$ cat config.mk
export PLATFORM = sky130hd
export DESIGN_NAME = lc3_mem_ctrl
export DESIGN_NICKNAME = d
export VERILOG_FILES = /design/src/rtl/lc3_mem_ctrl.sv
export SDC_FILE = /design/constraint.sdc
export NUM_CORES = 1
export LEC_CHECK = 0
export ABC_AREA = 0
export CORE_ASPECT_RATIO = 0.8
export CORE_MARGIN = 4
export CORE_UTILIZATION = 36
export CTS_BUF_LIST = sky130_fd_sc_hd__clkbuf_16
export DETAILED_ROUTE_END_ITERATION = 16
export HOLD_SLACK_MARGIN = 0.12
export PLACE_DENSITY = 0.89
export SLEW_MARGIN = 5
export SYNTH_ARGS = -nofsm -noshare
export SYNTH_HDL_FRONTEND = slang
export SYNTH_SLANG_ARGS = --single-unit
$ cat constraint.sdc
create_clock -name clk -period 1.6 [get_ports clk]
set_clock_uncertainty 0.05 [all_clocks]
set_input_delay 0.16 -clock clk [delete_from_list [all_inputs] [get_ports clk]]
set_output_delay 0.16 -clock clk [all_outputs]
set_load 0.005 [all_outputs]
$ cat src/rtl/lc3_mem_ctrl.sv
// LC-3 memory access controller: owns MAR/MDR, sequences RAM or device-register
// accesses with a programmable hold time and returns the one-cycle "R" pulse.
module lc3_mem_ctrl #(
  parameter int unsigned WAIT_CYCLES = 1,
  parameter logic [15:0] IO_BASE     = 16'hFE00
) (
  input  logic        clk,
  input  logic        reset,
  input  logic [15:0] bus_in,
  input  logic        ld_mar,
  input  logic        ld_mdr,
  input  logic        mem_req,
  input  logic        mem_rw,
  output logic [15:0] mar,
  output logic [15:0] mdr,
  output logic        ready,
  output logic        busy,
  output logic [15:0] ADDR,
  output logic [15:0] DATAin,
  output logic        R_W,
  output logic        MEM_EN,
  input  logic [15:0] MEMout,
  output logic        io_en,
  input  logic [15:0] io_rdata
);

  // state  | meaning
  // IDLE   | loads accepted, waiting for mem_req
  // ACCESS | strobes asserted, wait counter running
  // DONE   | ready pulse, MDR holds read data
  typedef enum logic [1:0] {IDLE, ACCESS, DONE} state_t;

  localparam logic [3:0] CNT_LOAD = 4'(WAIT_CYCLES - 1);

  state_t      state;
  logic [3:0]  cnt;
  logic [15:0] mar_next;
  logic        io_hit;

  // The I/O decision must see a MAR loaded on the same edge as the request.
  assign mar_next = ld_mar ? bus_in : mar;
  assign io_hit   = (mar_next >= IO_BASE);

  assign ADDR   = mar;
  assign DATAin = mdr;

  always_ff @(posedge clk) begin
    if (reset) begin
      state  <= IDLE;
      cnt    <= 4'd0;
      mar    <= 16'h0000;
      mdr    <= 16'h0000;
      MEM_EN <= 1'b0;
      io_en  <= 1'b0;
      R_W    <= 1'b0;
      ready  <= 1'b0;
      busy   <= 1'b0;
    end else begin
      case (state)
        IDLE: begin
          if (ld_mar) mar <= bus_in;
          if (ld_mdr) mdr <= bus_in;
          if (mem_req) begin
            cnt    <= CNT_LOAD;
            MEM_EN <= ~io_hit;
            io_en  <= io_hit;
            R_W    <= mem_rw;
            busy   <= 1'b1;
            state  <= ACCESS;
          end
        end
        ACCESS: begin
          if (cnt == 4'd0) begin
            // R_W and io_en still hold the latched access type here.
            if (!R_W) mdr <= io_en ? io_rdata : MEMout;
            MEM_EN <= 1'b0;
            io_en  <= 1'b0;
            R_W    <= 1'b0;
            ready  <= 1'b1;
            state  <= DONE;
          end else begin
            cnt <= cnt - 4'd1;
          end
        end
        DONE: begin
          ready <= 1'b0;
          busy  <= 1'b0;
          state <= IDLE;
        end
        default: state <= IDLE;
      endcase
    end
  end

endmodule
* After elaboration in Yosys (flattened, before gate mapping)
Cells that the tools add are included.
Operators by class: $add $sub $neg 1, $mul 0, div/mod/pow operators 0, $lt $le $gt $ge 1, eq/ne operators 7, shift-type cells 0, mux-type cells 23, bitwise logic cells 1, reduce and logical (&&, ||, !) cells 11
Operator list (number):
- two-way mux 16 bit | 5
- one-hot mux 16 bit (2 select lines) | 1
- greater-or-equal comparator 16 bit (second input constant) | 1
- != test 2 bit (second input constant) | 5
- one-hot mux 1 bit (2 select lines) | 5
- two-way mux 4 bit | 2
- one-hot mux 4 bit (2 select lines) | 1
- two-way mux 1 bit | 6
- AND reduction 2 bit | 3
- AND reduction 3 bit | 2
- nonzero test 2 bit | 3
- logical NOT 4 bit | 1
- two-way mux 2 bit | 2
- one-hot mux 2 bit (2 select lines) | 1
- AND reduction 4 bit | 1
- subtractor 4 x 1 -> 4 bit (second input constant) | 1
- == test 2 x 1 -> 1 bit (second input constant) | 1
- == test 2 bit (second input constant) | 1
- logical NOT 2 bit | 1
- NOT 1 bit | 1
Word-level totals: flip-flop bits (word level) 43, latch bits 0, RAM bits 0, memory bits (read-only) 0, input bits 54, output and inout bits 69, memories 0

* Depth between registers and ports, before layout
Gate-level depths: netlist (run 1).
word-level depth 5, mapped depth 7

* Worst setup path after synthesis (run 1)
OpenSTA, ideal clock, no wires.
kind register to register, start point reg cnt[0], end point reg cnt[3], arrival 1.491 ns, data required time 1.478 ns, slack -0.013 ns, cell stages (with the launch flop) 7, path buffers 0, period minus slack after synthesis 1.613 ns, path through dfxtp_1 -> inv_1 -> ha_1 -> nor3b_4 -> a211o_1 -> nor4_2 -> mux2i_1
Between the ends: word-level cells in the longest chain between the ends 3
RTL lines:
- start, declared | line 36 | logic [3:0] cnt;
- start signal, assigned | line 82 | cnt <= cnt - 4'd1;
- subtractor 4 x 1 -> 4 bit / logical NOT 4 bit (equally long branches) | line 82, 73
- two-way mux 4 bit / != test 2 bit (equally long branches)
- one-hot mux 4 bit (2 select lines) / AND reduction 3 bit (equally long branches)
Parallel ways exist; a longest one is shown, timed or not. The select of a mux whose other input is x is not followed. A chain may end at the register's enable or synchronous reset.

* Worst setup path in the final report (run 1)
Same ends and word-level chain as after synthesis.

==> reports/qor.csv, run 1 <==
stage;metric;value;unit
yosys;syn_area;0.002370;mm2
final_layout;drive_above_1_share;18.87;%
global_route;antenna_found_initial;0;
yosys;synthArstFlopShare;0;%
sta;min_period;1.578;ns
drt;vias;2255;
yosys;ys_seq_elements;43;
placed_design;place_congestion;0.7936;
clock_network;clock_latency;0.27;ns
sta;relSlewSlack;71.06;%
sta;drv_slew;0;
clock_network;cts_sinks;43;
yosys;synth_cells;270;
floorplan;die_h;80.57;um
yosys;synth.distinct_cells;34;
power_and_ir_drop;power;4280;uW
sta;rsz0062_at_grt;true;
yosys;synthSimpleGateAreaFrac;17.74;%
drt;dr.first_iter.drc_count;112;
yosys;syn_avg_cell_area;8.777;um2
sta;fin_crit_sh;98.65;%
hold_path;worstHoldPathType;in -> reg;
worst_setup_path;cp.required;1.71;ns
drt;drt-total-wl;7.179;mm
final_layout;syn2layout_area_growth;56.23;%
clock_network;cts-root-buf;clkbuf_16;
sta;setup_viol_count_final;0;
final_layout;final_nets;427;
drt;ant_nets;0;
final_layout;final_cell_mix;clkdlybuf4s50_1 (121), nand2_1 (67), dfxtp_1 (41), a21oi_2 (21), mux2i_1 (17);
yosys;synth-compound-area-share;22.65;%
global_route;grt_pass1_wl;10.98;mm
global_route;overflow;0;
clock_network;cts_made_buffers;5;
yosys;muxShareOfSynthArea;7.181;%
worst_setup_path;critical_path_arrival;1.68;ns
final_layout;post-route-util;58.07;%
sta;setup_tns;0;ns
yosys;ys.flop_type;dfxtp_1;
hold_path;hold_end;cnt[3]$_SDFFE_PP0P_;
drt;wl_per_cell;15.78;um
worst_setup_path;start_kind;flop;
drt;drc;0;
job;maxCapViolCount;0;
floorplan;start_util;37.17;%
clock_network;clockBufferDepth;2;
yosys;yosysSeqAreaShare;36.33;%
power_and_ir_drop;peakVddDrop;0.5759;mV
yosys;synth_edf_count;0;
floorplan;die_w;98.71;um
final_layout;n_antenna_cell;0;
worst_setup_path;critPathKind;reg -> reg;
drt;drt_first_pass_iters;5;
floorplan;fp.dieArea;0.007953;mm2
yosys;syn_nets;326;
global_route;first_global_vias;2249;
clock_network;h-tree-depth;2;
yosys;synth_top_family_by_area;compound AO/OA/AOI/OAI gates;
power_and_ir_drop;p_per_area;1156;mW/mm2
yosys;synthAdderAreaFrac;1.056;%
global_route;grt_max_degree;25;
sta;hold_viol;0;
yosys;ys_warn_count;0;
global_route;gr-usage-all-layers;17.17;%
hold_path;hold_path.startpoint;reset;
worst_setup_path;critPathMaxFanout;7;
clock_network;cts_tree;done;
final_layout;mostFrequentLayoutCell;clkdlybuf4s50_1;
worst_setup_path;ff2ff_setup_slack;0.02;ns
worst_setup_path;r2r_cells;6;
yosys;synth_area_leaders;dfxtp_1 (36%), buf_4 (11%), nand2_1 (11%);
floorplan;core-area;0.006376;mm2
floorplan;ioPinCount;123;
yosys;synth_xor_area_share;0;%
clock_network;clk_pin_slew;0.06;ns
placed_design;hpwlAfterDp;5.613;mm
yosys;synth_top_cell_by_area;dfxtp_1;
clock_network;cts_hold_buf;0;
worst_setup_path;startpoint;cnt[0]$_SDFFE_PP0P_;
worst_setup_path;timing.rr.start;cnt[0]$_SDFFE_PP0P_;
yosys;synth_top_area_share;36.33;%
floorplan;num_rows;26;
worst_setup_path;r2r-end;cnt[3]$_SDFFE_PP0P_;
sta;fmax;633.6;MHz
worst_setup_path;cp-end-kind;flop;
hold_path;whs_path_depth;4;
sta;tightest_slew;0.4336;ns
drt;via_per_inst;4.956;
sta;whs;0.2245;ns
power_and_ir_drop;leakagePower;0.001297;uW
placed_design;port_buffers;122;
status;status;completed;
[cell families after synthesis]
group,Yosys count
muxes,17
and+or+nand+nor,93
AOI/OAI and AO/OA,63
buffers and inverters,52
adders and majority gates,2
DFF,43
[critical path, stage by stage (launching register included)]
cell and delay (ns):
dfxtp_2 0.32, inv_2 0.08, ha_4 0.13, nor3b_4 0.40
a211o_1 0.31, nor4_2 0.06, mux2i_1 0.12
[cell usage after synthesis (2+ instances only)]
cell type  instances
a21oi_1           16
o31ai_1            2
nand2b_1           2
nor3b_4            2
nand2_1           68
buf_4             34
nand4_1            3
clkbuf_1           2
buf_2              8
nor2_1             9
o211ai_1           7
a21oi_2           21
ha_1               2
inv_1              5
mux2i_1           17
nor3_1             2
dfxtp_1           43
o211ai_2          10
a32o_1             2
[cell type report]
class,instances,area [um2]
Timing Repair Buffer,140,1389
Fill cell,591,2674
Tap cell,84,105.1
Clock inverter,2,8.758
Multi-Input combinational cell,176,1192
Clock buffer,5,125.1
Inverter,5,18.77
Sequential cell,43,863.3
[metal layers]
metal	routed length, um	GRT usage [%]	up-vias
met3	440	3.559	2
met1	2990	21.04	1073
met4	21	4.638	0
met2	3726	30.63	82
met5	0	0	-
li1	-	-	1098
[flip-flops by register name, summed over array words and instances, names as in the netlist]
register and cells:
state 2, DATAin 16, busy 1, MEM_EN 1
ready 1, ADDR 16, R_W 1, cnt 4
io_en 1
[repair_timing]
| item | 4_1_cts | 5_1_grt |
|---|---|---|
| endpoints found under the hold margin | 0 | 0 |
| resized for setup | 0 | 9 |
| endpoints found under the setup margin | 4 | 20 |
| pin swaps | 1 | 4 |
| cloned | 0 | 1 |
| setup buffers | 0 | 3 |
[through the flow]
| stage | std cells | setup WS, ns | cell area [um2] |
|---|---|---|---|
| finish | 455 | 0.02164 | 3702 |
| global route | 455 | -0.07444 | 3702 |
| CTS | 451 | -0.03486 | 3627 |
| detailed placement | 444 | -0.02139 | 3493 |
| global placement | 444 | 0.05931 | 3493 |
| floorplan | 270 | 0.02340 | 2370 |
[power breakdown]
part | total, uW | leakage [uW] | internal [uW] | switching [uW]
Sequential | 1460 | 0.000355 | 1270 | 194
Clock | 934 | 0.0000671 | 560 | 374
Combinational | 1880 | 0.000876 | 1060 | 826
[worst max-delay path by stage]
| stage | cells past startpoint | to | slack [ns] |
|---|---|---|---|
| CTS | 6 | cnt[3]$_SDFFE_PP0P_ | -0.03 |
| finish | 6 | cnt[3]$_SDFFE_PP0P_ | 0.02 |
| global route | 6 | cnt[2]$_SDFFE_PP0P_ | -0.07 |
| floorplan | 6 | cnt[3]$_SDFFE_PP0P_ | 0.02 |
| detailed placement | 6 | cnt[3]$_SDFFE_PP0P_ | -0.02 |
| global placement | 6 | cnt[3]$_SDFFE_PP0P_ | 0.06 |
Note: power is estimated with default switching activity, not from simulation.
==> run 2: changes to the inputs <==
--- a/config.mk
+++ b/config.mk
@@ -8,11 +8,11 @@
 export ABC_AREA = 0
 export CORE_ASPECT_RATIO = 0.8
 export CORE_MARGIN = 4
-export CORE_UTILIZATION = 36
+export CORE_UTILIZATION = 40
 export CTS_BUF_LIST = sky130_fd_sc_hd__clkbuf_16
 export DETAILED_ROUTE_END_ITERATION = 16
 export HOLD_SLACK_MARGIN = 0.12
-export PLACE_DENSITY = 0.89
+export PLACE_DENSITY = 0.93
 export SLEW_MARGIN = 5
 export SYNTH_ARGS = -nofsm -noshare
 export SYNTH_HDL_FRONTEND = slang
==> constraint.sdc (replaced) <==
create_clock -name clk -period 1.8 [get_ports clk]
set_clock_uncertainty 0.05 [all_clocks]
set_input_delay 0.27 -clock clk [delete_from_list [all_inputs] [get_ports clk]]
set_output_delay 0.27 -clock clk [all_outputs]
set_load 0.005 [all_outputs]
==> reports/qor.csv, run 2 (same netlist as run 1, synthesis figures left out) <==
stage;metric;value;unit;change
drt;wl_per_cell;16.01;um;+1.5%
hold_path;hold_path.startpoint;reset;;
hold_path;hold_end;cnt[3]$_SDFFE_PP0P_;;
power_and_ir_drop;intPower;2652;uW;-8.1%
drt;via_per_inst;5.122;;+3.3%
placed_design;placed_cell_area;0.003431;mm2;-1.8%
worst_setup_path;timing.rr.start;cnt[0]$_SDFFE_PP0P_;;
sta;setup_tns;0;ns;unchanged
clock_network;cts_hold_buf;0;;unchanged
worst_setup_path;critPathMaxFanout;16;;+9
drt;drt_first_pass_iters;4;;-1
clock_network;clockBufferDepth;2;;unchanged
placed_design;place_congestion;0.8539;;+7.6%
clock_network;cts_sinks;43;;unchanged
job;maxCapViolCount;0;;unchanged
status;status;completed;;
global_route;grt_pass1_wl;10.99;mm;about the same
power_and_ir_drop;power.switching;1233;uW;-12%
global_route;first_global_vias;2243;;-0.27%
final_layout;mostFrequentLayoutCell;clkdlybuf4s50_1;;
sta;fin_crit_sh;93.04;%;-5.6 points
power_and_ir_drop;leakagePower;0.001271;uW;-2.1%
power_and_ir_drop;peakVddDrop;0.5121;mV;-11%
power_and_ir_drop;pwr-share-comb;40.6;%;-3.4 points
worst_setup_path;r2r_cells;6;;unchanged
global_route;overflow;0;;unchanged
worst_setup_path;cp.required;1.96;ns;+0.25 ns
power_and_ir_drop;p_per_area;1072;mW/mm2;-7.2%
sta;relSlewSlack;60.52;%;-11 points
drt;top_layer;met4;;
floorplan;start_util;42.43;%;+5.3 points
hold_path;whs_path_depth;4;;unchanged
drt;wl_met3;580;um;+32%
final_layout;drive_above_1_share;16.39;%;-2.5 points
drt;vias;2274;;+0.84%
power_and_ir_drop;clock_power_share;25.9;%;+4.1 points
global_route;antenna_found_initial;0;;unchanged
sta;hold_viol;0;;unchanged
sta;setup_viol_count_final;0;;unchanged
sta;fmax;597.1;MHz;-5.7%
final_layout;final_nets;421;;-1.4%
sta;rsz0062_at_grt;false;;
floorplan;die_h;76.85;um;-4.6%
drt;ant_nets;0;;unchanged
final_layout;n_antenna_cell;0;;unchanged
drt;dr.first_iter.drc_count;78;;-30%
final_layout;final_cell_mix;clkdlybuf4s50_1 (121), nand2_1 (68), dfxtp_1 (42), a21oi_2 (21), mux2i_1 (17);;
sta;tightest_slew;0.5907;ns;+0.1571 ns
clock_network;cts-root-buf;clkbuf_16;;
floorplan;core-area;0.005585;mm2;-12%
clock_network;cts_tree;done;;
final_layout;syn2layout_area_growth;52.90;%;
clock_network;cts_made_buffers;5;;unchanged
drt;drt-total-wl;7.110;mm;-0.96%
sta;min_period;1.675;ns;+0.09629 ns
final_layout;stdcell_count;444;;-2.4%
clock_network;h-tree-depth;2;;unchanged
sta;whs;0.3068;ns;+0.08236 ns
clock_network;clk_pin_slew;0.06;ns;about the same
worst_setup_path;cp-end-kind;flop;;
placed_design;dp.cells;434;;-2.3%
floorplan;ioPinCount;123;;unchanged
sta;drv_slew;0;;unchanged
floorplan;fp.dieArea;0.007228;mm2;-9.1%
worst_setup_path;ff2ff_setup_slack;0.13;ns;+0.10 ns
final_layout;stdcell_area;0.003623;mm2;-2.1%
worst_setup_path;critPathKind;reg -> reg;;
global_route;grt_max_degree;27;;+8.0%
worst_setup_path;critical_path_arrival;1.83;ns;+0.15 ns
worst_setup_path;start_kind;flop;;
clock_network;clock_latency;0.28;ns;about the same
floorplan;die_w;94.06;um;-4.7%
worst_setup_path;r2r-end;DATAin[3]$_SDFFE_PP0P_;;
placed_design;hpwlAfterDp;5.643;mm;+0.54%
power_and_ir_drop;seq_power_share;33.4;%;-0.8 points
power_and_ir_drop;power;3885;uW;-9.2%
power_and_ir_drop;sw_frac_of_total;31.74;%;-0.84 points
drt;met1_length;2.850;mm;-4.7%
floorplan;num_rows;24;;-7.7%
hold_path;worstHoldPathType;in -> reg;;
drt;drc;0;;unchanged
placed_design;port_buffers;122;;unchanged
global_route;gr-usage-all-layers;19.16;%;+2.0 points
drt;wl_met2;3.503;mm;-6.0%
## run 2: worst max-delay path: stages, from the launching register on
cell      delay [ns]
dfxtp_2         0.33
inv_1           0.08
ha_1            0.15
nor3b_4         0.36
a22o_4          0.34
o211ai_1        0.13
a21oi_1         0.16
## run 2: power by group through the flow
stage | registers [uW] | clock network (uW) | logic, uW
after CTS | 1300 | 1020 | 1540
after floorplan | 1290 | 0 | 941
after detailed placement | 1310 | 0 | 1530
final | 1300 | 1010 | 1580
after global placement | 1300 | 0 | 1480
after global routing | 1330 | 1070 | 1690
## run 2: layout make-up
cell class,count,area [um2]
clock inverter,3,38.79
multi-input combinational,175,1155
sequential,43,862.1
clock buffer,5,125.1
inverter,5,18.77
fill,449,1962
tap,78,97.59
timing repair buffer,135,1326
## run 2: worst max-delay path by stage
stage	slack, ns	end	startpoint
2_1_floorplan	0.19	cnt[3]$_SDFFE_PP0P_	cnt[0]$_SDFFE_PP0P_
3_3_place_gp	0.14	cnt[3]$_SDFFE_PP0P_	cnt[0]$_SDFFE_PP0P_
3_5_place_dp	0.05	cnt[3]$_SDFFE_PP0P_	cnt[0]$_SDFFE_PP0P_
4_1_cts	0.04	cnt[3]$_SDFFE_PP0P_	cnt[0]$_SDFFE_PP0P_
5_1_grt	0.02	DATAin[3]$_SDFFE_PP0P_	cnt[1]$_SDFFE_PP0P_
6_report	0.13	DATAin[3]$_SDFFE_PP0P_	cnt[0]$_SDFFE_PP0P_
## run 2: through the flow
step	worst slack, ns	utilization [%]
floorplan	0.1873	-
global placement	0.1396	61.42
detailed placement	0.05363	61.42
CTS	0.04033	64.36
global route	0.01563	64.87
finish	0.1254	64.87
## run 2: layer usage
layer | vias to the layer above | GRT usage (%)
li1 | 1077 | -
met1 | 1069 | 22.30
met2 | 108 | 33.88
met3 | 20 | 4.990
met4 | 0 | 6.205
met5 | - | 0
## run 2: what timing repair did
action                     CTS  global route
gates resized for setup      0             1
buffers inserted             0             2
setup endpoints to repair    0             4
==> run 3: changes to the inputs <==
--- a/config.mk
+++ b/config.mk
@@ -13,7 +13,9 @@
 export DETAILED_ROUTE_END_ITERATION = 16
 export HOLD_SLACK_MARGIN = 0.12
 export PLACE_DENSITY = 0.93
+export SKIP_CTS_REPAIR_TIMING = 1
 export SLEW_MARGIN = 5
 export SYNTH_ARGS = -nofsm -noshare
 export SYNTH_HDL_FRONTEND = slang
 export SYNTH_SLANG_ARGS = --single-unit
+export TNS_END_PERCENT = 1
==> results of run 3 <==
Final layout, timing and power as in run 2 (identical DEF).
